`src/rtl/mips_pkg.sv`:
```
// Shared definitions for the ID/EX pipeline boundary: ALU opcodes, the decoded
// control bundle, the EX register image and its bubble constant.
package mips_pkg;

  typedef enum logic [3:0] {
    ALU_ADD  = 4'h0,
    ALU_SUB  = 4'h1,
    ALU_AND  = 4'h2,
    ALU_OR   = 4'h3,
    ALU_XOR  = 4'h4,
    ALU_NOR  = 4'h5,
    ALU_SLT  = 4'h6,
    ALU_SLTU = 4'h7,
    ALU_SLL  = 4'h8,
    ALU_SRL  = 4'h9,
    ALU_SRA  = 4'hA,
    ALU_LUI  = 4'hB
  } alu_op_e;

  localparam int unsigned CTRL_W       = 12;
  localparam int unsigned BUBBLE_CNT_W = 16;
  localparam logic [BUBBLE_CNT_W-1:0] BUBBLE_CNT_MAX = '1;

  // Field order fixes the 12-bit packing: halt is the MSB, alu_op the low nibble.
  typedef struct packed {
    logic       halt;
    logic       mem_to_reg;
    logic       mem_write;
    logic       beq;
    logic       bne;
    logic       alu_src_b;
    logic       reg_write;
    logic       reg_dst;
    logic [3:0] alu_op;
  } ctrl_t;

  typedef struct packed {
    logic        valid;
    logic [31:0] pc;
    logic [31:0] rs_data;
    logic [31:0] rt_data;
    logic [31:0] imm;
    logic [4:0]  rs;
    logic [4:0]  rt;
    logic [4:0]  wreg;
    ctrl_t       ctrl;
  } ex_regs_t;

  // A bubble is all-zero: invalid, no side-effecting controls, no data.
  localparam ex_regs_t EX_BUBBLE = '0;

  typedef enum logic {
    ST_RUN  = 1'b0,
    ST_HALT = 1'b1
  } state_e;

  function automatic logic [4:0] dest_reg(input logic reg_dst,
                                          input logic [4:0] rd,
                                          input logic [4:0] rt);
    return reg_dst ? rd : rt;
  endfunction

endpackage

```
`src/rtl/load_use_detect.sv`:
```
// Combinational load-use hazard check between the load sitting in EX and the
// instruction being decoded in ID.
module load_use_detect (
  input  logic       ex_valid,
  input  logic       ex_mem_to_reg,
  input  logic [4:0] ex_wreg,
  input  logic       id_valid,
  input  logic [4:0] id_rs,
  input  logic [4:0] id_rt,
  input  logic       halted,
  output logic       stall
);

  logic src_match;

  assign src_match = (ex_wreg == id_rs) || (ex_wreg == id_rt);

  // $zero is never really written, so a load targeting it cannot create a hazard.
  assign stall = ex_valid && ex_mem_to_reg && (ex_wreg != 5'd0) &&
                 id_valid && src_match && !halted;

endmodule

```
`src/rtl/id_ex_stage.sv`:
```
// ID/EX pipeline register with load-use stall, flush, sticky halt and a
// saturating count of inserted bubbles.
module id_ex_stage
  import mips_pkg::*;
(
  input  logic        clk,
  input  logic        rst_l,
  input  logic        id_valid,
  input  logic [31:0] id_pc,
  input  logic [31:0] id_rs_data,
  input  logic [31:0] id_rt_data,
  input  logic [31:0] id_imm,
  input  logic [4:0]  id_rs,
  input  logic [4:0]  id_rt,
  input  logic [4:0]  id_rd,
  input  logic        Halt,
  input  logic        MemtoReg,
  input  logic        MemWrite,
  input  logic        Beq,
  input  logic        Bne,
  input  logic        AluSrcB,
  input  logic        RegWrite,
  input  logic        RegDst,
  input  logic [3:0]  AluOP,
  input  logic        flush,
  output logic        ex_valid,
  output logic [31:0] ex_pc,
  output logic [31:0] ex_rs_data,
  output logic [31:0] ex_rt_data,
  output logic [31:0] ex_imm,
  output logic [4:0]  ex_rs,
  output logic [4:0]  ex_rt,
  output logic        ex_Halt,
  output logic        ex_MemtoReg,
  output logic        ex_MemWrite,
  output logic        ex_Beq,
  output logic        ex_Bne,
  output logic        ex_AluSrcB,
  output logic        ex_RegWrite,
  output logic        ex_RegDst,
  output logic [3:0]  ex_AluOP,
  output logic [4:0]  ex_wreg,
  output logic        stall,
  output logic        halted,
  output logic [15:0] bubble_cnt
);

  state_e                  state_q, state_d;
  ex_regs_t                ex_q, ex_d, id_img;
  logic [CTRL_W-1:0]       id_ctrl;
  logic [BUBBLE_CNT_W-1:0] cnt_q, cnt_d;

  assign id_ctrl = {Halt, MemtoReg, MemWrite, Beq, Bne, AluSrcB, RegWrite, RegDst, AluOP};

  assign id_img = '{
    valid:   id_valid,
    pc:      id_pc,
    rs_data: id_rs_data,
    rt_data: id_rt_data,
    imm:     id_imm,
    rs:      id_rs,
    rt:      id_rt,
    wreg:    dest_reg(RegDst, id_rd, id_rt),
    ctrl:    ctrl_t'(id_ctrl)
  };

  assign halted = (state_q == ST_HALT);

  load_use_detect u_load_use_detect (
    .ex_valid      (ex_q.valid),
    .ex_mem_to_reg (ex_q.ctrl.mem_to_reg),
    .ex_wreg       (ex_q.wreg),
    .id_valid      (id_valid),
    .id_rs         (id_rs),
    .id_rt         (id_rt),
    .halted        (halted),
    .stall         (stall)
  );

  // Priority per edge: halted > flush > stall > load.
  always_comb begin
    // NOTE: every output of this block gets a default first so no path leaves it unassigned (no latch).
    state_d = state_q;
    ex_d    = id_img;
    cnt_d   = cnt_q;
    unique case (state_q)
      ST_HALT: begin
        ex_d = EX_BUBBLE;
      end
      ST_RUN: begin
        if (flush || stall) begin
          ex_d = EX_BUBBLE;
          if (cnt_q != BUBBLE_CNT_MAX) cnt_d = cnt_q + 1'b1;
        end else if (id_valid && Halt) begin
          state_d = ST_HALT;
        end
      end
    endcase
  end

  // NOTE: state is updated with non-blocking assignments so every flop samples pre-edge values.
  always_ff @(posedge clk or negedge rst_l) begin
    if (!rst_l) begin
      state_q <= ST_RUN;
      ex_q    <= EX_BUBBLE;
      cnt_q   <= '0;
    end else begin
      state_q <= state_d;
      ex_q    <= ex_d;
      cnt_q   <= cnt_d;
    end
  end

  assign ex_valid    = ex_q.valid;
  assign ex_pc       = ex_q.pc;
  assign ex_rs_data  = ex_q.rs_data;
  assign ex_rt_data  = ex_q.rt_data;
  assign ex_imm      = ex_q.imm;
  assign ex_rs       = ex_q.rs;
  assign ex_rt       = ex_q.rt;
  assign ex_wreg     = ex_q.wreg;
  assign ex_Halt     = ex_q.ctrl.halt;
  assign ex_MemtoReg = ex_q.ctrl.mem_to_reg;
  assign ex_MemWrite = ex_q.ctrl.mem_write;
  assign ex_Beq      = ex_q.ctrl.beq;
  assign ex_Bne      = ex_q.ctrl.bne;
  assign ex_AluSrcB  = ex_q.ctrl.alu_src_b;
  assign ex_RegWrite = ex_q.ctrl.reg_write;
  assign ex_RegDst   = ex_q.ctrl.reg_dst;
  assign ex_AluOP    = ex_q.ctrl.alu_op;
  assign bubble_cnt  = cnt_q;

endmodule

```
`config.mk`:
```
export PLATFORM = sky130hd
export DESIGN_NAME = id_ex_stage
export DESIGN_NICKNAME = d
export VERILOG_FILES = /design/src/rtl/mips_pkg.sv /design/src/rtl/load_use_detect.sv /design/src/rtl/id_ex_stage.sv
export SDC_FILE = /design/constraint.sdc
export NUM_CORES = 1
export LEC_CHECK = 0
export CAP_MARGIN = 40
export CORE_ASPECT_RATIO = 0.8
export CORE_MARGIN = 2
export CORE_UTILIZATION = 39
export DETAILED_ROUTE_END_ITERATION = 8
export PLACE_DENSITY = 0.89
export SLEW_MARGIN = 0
export SYNTH_ARGS = -nofsm -noshare
export SYNTH_HDL_FRONTEND = slang
export SYNTH_SLANG_ARGS = --single-unit
```
`constraint.sdc`:
```
create_clock -name clk -period 2.1 [get_ports clk]
set_input_delay 0.42 -clock clk [delete_from_list [all_inputs] [get_ports clk]]
set_output_delay 0.42 -clock clk [all_outputs]
set_load 0.05 [all_outputs]
```
; After elaboration in Yosys (flattened, before gate mapping)
; Cells that the tools add are included.
; Widths: inputs -> output; s select.
[op_classes]
addsub = 1
n_eq_ne = 3
muxes = 6
n_bitwise = 1
n_reduce_logical = 11
[op_table]
columns = cell, count
row1 = $pmux 156 s2, 1
row2 = $mux 156, 1
row3 = $add 16x1->16 const B, 1
row4 = $ne 16x16->1 const B, 1
row5 = $eq 5x5->1, 2
row6 = $logic_and 1x1->1, 6
row7 = $mux 5, 1
row8 = $reduce_bool 5->1, 1
row9 = $mux 1, 3
row10 = $reduce_and 3->1, 1
row11 = $logic_or 1x1->1, 2
row12 = $logic_not 1->1, 1
row13 = $not 1->1, 1
[word_totals]
reg_bits = 173
output_inout_bits = 174

; Logic depth before layout (Yosys ltp)
[depth]
ltp_word = 8
ltp_mapped = 8

; By module
; From an unflattened synthesis, not the netlist that was laid out.
[unflattened]
cells_unflattened = 429
hier_area_um2 = 6010.8
[by_module_without_submodules]
columns = module, instances, cells_per_inst, area_per_inst_um2, seq_area_each_um2
row1 = id_ex_stage, 1, 411, 5870.6, 4329.2
row2 = load_use_detect, 1, 18, 140.1, 0.0

; Worst setup path after synthesis
; No wires, ideal clock.
[synth_timing]
path_type = flip-flop to output port
startpoint = reg ex_q, in the netlist ex_wreg[0]
endpoint = out stall
t_arrival_ps = 1832
t_required_ps = 1680
slack_ps = -152
stages_incl_launch_ff = 5
path_cell_list = dfrtp_1 xor2_1 nor3_1 a22oi_1 nor2_1
[synth_via]
elab_chain_cells = 5
[synth_rtl]
columns = item, line_no
row1 = from (decl), id_ex_stage.sv:49  ; ex_regs_t ex_q, ex_d, id_img;
row2 = from (signal assigned), id_ex_stage.sv:105  ; ex_q <= EX_BUBBLE;
row3 = from (signal assigned), id_ex_stage.sv:109  ; ex_q <= ex_d;
row4 = $reduce_bool 5->1, load_use_detect.sv:19  ; assign stall = ex_valid && ex_mem_to_reg && (ex_wreg != 5'd0) &&
row5 = $logic_and 1x1->1 (2 in a row), load_use_detect.sv:19
row6 = $logic_and 1x1->1 * (2 in a row), load_use_detect.sv:20  ; id_valid && src_match && !halted;
row7 = to (decl), id_ex_stage.sv:43  ; output logic stall,
; Every way passes the cells marked *; elsewhere a longest branch is shown, timed or not.

; Worst setup path in the final report
[layout_timing]
startpoint = reg ex_q, in the netlist ex_wreg[3]
endpoint = out stall
; Same word-level chain as after synthesis.

==> flow_summary.ini <==
[outcome]
status = finished, violations left
violations = negative setup slack

[placed_design]
dp_worst_setup_slack_ps = -358
dpl_cell_area_sq_um = 9740
globalplace.congestion = 0.824
place_inst = 973
hpwlAfterDp_mm = 13.0
io_buffer_count = 332

[clocking]
cts_max_level = 4
cts_tree = built
root_buffer = clkbuf_16
numCtsBuffers = 17
clock_sinks = 173
clk_latency_ps = 420
clk_path_buf_depth = 2
clk_pin_slew_ps = 60

[drt]
vias_per_cell = 4.46
drt_first_iter_violations = 207
routedWlPerCell_um = 18.0
drc = 0
via_count = 4544
drtPass1Iterations = 4
wirelength_mm = 18.3
ant_nets = 0

[timing]
finalHoldViolations = 0
maxSlewHeadroom = 0.608
whs_ps = 407
max_freq_mhz = 463
setup_violations = 36
worst_slew_pin_slew_ps = 586
finalClockSkew_ps = 6.42
rsz0062_at_grt = yes
drv_slew = 0
worst_slack_ps = -61.3
final.min_clock_period_ps = 2160
finalCritPeriodShare = 1.03

[logic_synthesis]
yosysSeqAreaShare = 0.712
synth_flop_cell = dfrtp_1
synth_top_cell_by_area = dfrtp_1
ys_seq_elements = 173
synth_cell_type_count = 35
yosysTopAreaCellShare = 0.712
synth_area_sq_um = 6080
synthArstFlopShare = 1.00
synth_enable_flop_cells = 0
synthTopCellsByCount = 173 x dfrtp_1, 151 x and2_1, 14 x xor2_1
yosysMostFrequentCell = dfrtp_1
ys_warn_count = 0
avgSynthCellArea_sq_um = 14.1
synthCells = 432
synthTopCellsByArea = dfrtp_1 71%, and2_1 16%, xor2_1 2.0%, buf_6 1.9%, xnor2_1 1.4%
syn_nets = 592

[pwr]
comb_power_share = 0.097
p_int_mw = 5.91
power.share.clock = 0.456
p_switching_mw = 1.78
power_frac_seq = 0.447
power_density_nw_per_um2 = 720
power.total_mw = 7.69
leakage_nw = 5.01
ir_drop_mv = 0.752
sw_frac_of_total = 0.231

[global_routing]
grt_max_degree = 47
grtUsageTotal = 0.210
grt_pass1_vias = 4501
grt_first_pass_wirelength_mm = 25.6
antenna_found_initial = 0
overflow = 0

[cells_and_area]
nets = 956
final_cells = 1019
syn2layout_area_growth_pct = 75.5
antenna_cells = 0
drive_gt1_frac = 0.117
fillerInstances = 1036
multi_input_area_sq_um = 1720
final_cell_area_sq_um = 10700
ff_latch_area_sq_um = 4330

[setup_path]
r2r-start = ex_wreg[3]
path_class = reg2out
r2r-end = ex_imm[10]
r2r_slack_ps = -30
r2r_cells = 9
cp_data_arrival_time_ps = 1740
required_ps = 1680
crit_path_end_kind = output pin
worstPathMaxFanout = 2
crit_path_start_kind = register

[worst_hold_path]
hp-class = in2reg
hold_start = id_rt[0]
min_to = ex_rt[0]
min_path_cells = 3

[die]
core_sq_um = 15100
rows = 40
dieHeight_um = 116
start_util = 0.402
fp.dieW_um = 144
pin_count = 333
die_area_sq_um = 16600

[job]
drv_cap = 0
## power by group through the flow
stage	clock (mW)	combinational [mW]	sequential, mW
after global routing	3.72	0.796	3.44
after floorplan	0	0.0918	3.64
after global placement	0	0.727	3.49
after detailed placement	0	0.745	3.49
after CTS	3.55	0.736	3.43
final	3.50	0.746	3.44
## sequential cells by signal (all words and copies together) (netlist names), 4 cells and up
name,cells
bubble_cnt,16
ex_AluOP,4
ex_imm,32
ex_pc,32
ex_rs,5
ex_rs_data,32
ex_rt,5
ex_rt_data,32
ex_wreg,5
## cell usage in the layout, fill, tap and decap left out, types with 4 or more instances in the layout
cell             netlist  routed
buf_6                 10       6
clkdlybuf4s50_1        0     307
dfrtp_1              173     172
xor2_2                 0       5
inv_6                  0       4
and2_1               151     146
nor2_1                10       8
bufinv_16              0       5
nor3b_1                4       4
dlymetal6s2s_1         0       6
buf_12                 0       8
dlygate4sd2_1          0      13
clkbuf_16              0      19
and2_4                 0       5
nand3_1                7       7
xor2_1                14       9
mux2i_1                5       5
and3_1                 6       6
xnor2_1               10      10
buf_4                  0      21
nand2_1                7       6
## worst max path at each step
stage	start	endpoint	slack, ps	depth (start not counted)
after CTS	ex_wreg[2]	stall	-100	4
after floorplan	ex_wreg[1]	bubble_cnt[1]	20	5
after global placement	id_rt[2]	ex_Halt	-300	9
final	ex_wreg[3]	stall	-60	4
after global routing	ex_wreg[3]	stall	-140	4
after detailed placement	id_rt[0]	ex_pc[27]	-360	9
## layer usage
layer  wire (um)  GRT usage  up-vias
met5           0          0        -
met4         292     0.0582        0
met3        1410     0.0723       24
met2        9740      0.373      192
met1        6880      0.243     2240
li1            -          -     2088
## repair_timing
| action | 4_1_cts | 5_1_grt |
|---|---|---|
| hold endpoints to repair | 40 | 0 |
| gates cloned | 0 | 4 |
| pin swaps | 7 | 3 |
| gates resized for setup | 24 | 24 |
| hold buffers | 1 | 0 |
| buffers inserted | 4 | 6 |
| setup endpoints to repair | 15 | 162 |
## worst max-delay path, stage by stage, from the launching register on
cell,delay (ps)
dfrtp_1,390
or4_4,550
o21ai_4,180
nor2_4,60
buf_12,150
## stage by stage
stage               setup TNS, ps  utilization
floorplan                       0            -
global placement           -44840        0.644
global route                -9880        0.706
CTS                          -557        0.692
finish                       -430        0.706
detailed placement         -50000        0.644
## area by class of cell
cell class / instances / share of cell area
Clock buffer: 18 / 0.0402
Clock inverter: 14 / 0.0215
Multi-Input combinational cell: 240 / 0.161
Sequential cell: 173 / 0.406
Tap cell: 210 / 0.0246
Timing Repair Buffer: 364 / 0.347
## logic make-up after synthesis
| group | Yosys count | share of synthesized area |
|---|---|---|
| multiplexers | 6 | 0.0101 |
| flip-flops | 173 | 0.712 |
| adder cells (fa/ha/maj) | 1 | 0.00206 |
| XOR/XNOR | 24 | 0.0346 |
| AO/OA/AOI/OAI | 6 | 0.00987 |
| buffers and inverters | 19 | 0.0255 |
| AND/OR/NAND/NOR | 203 | 0.206 |
(Power assumes the default switching activity.)
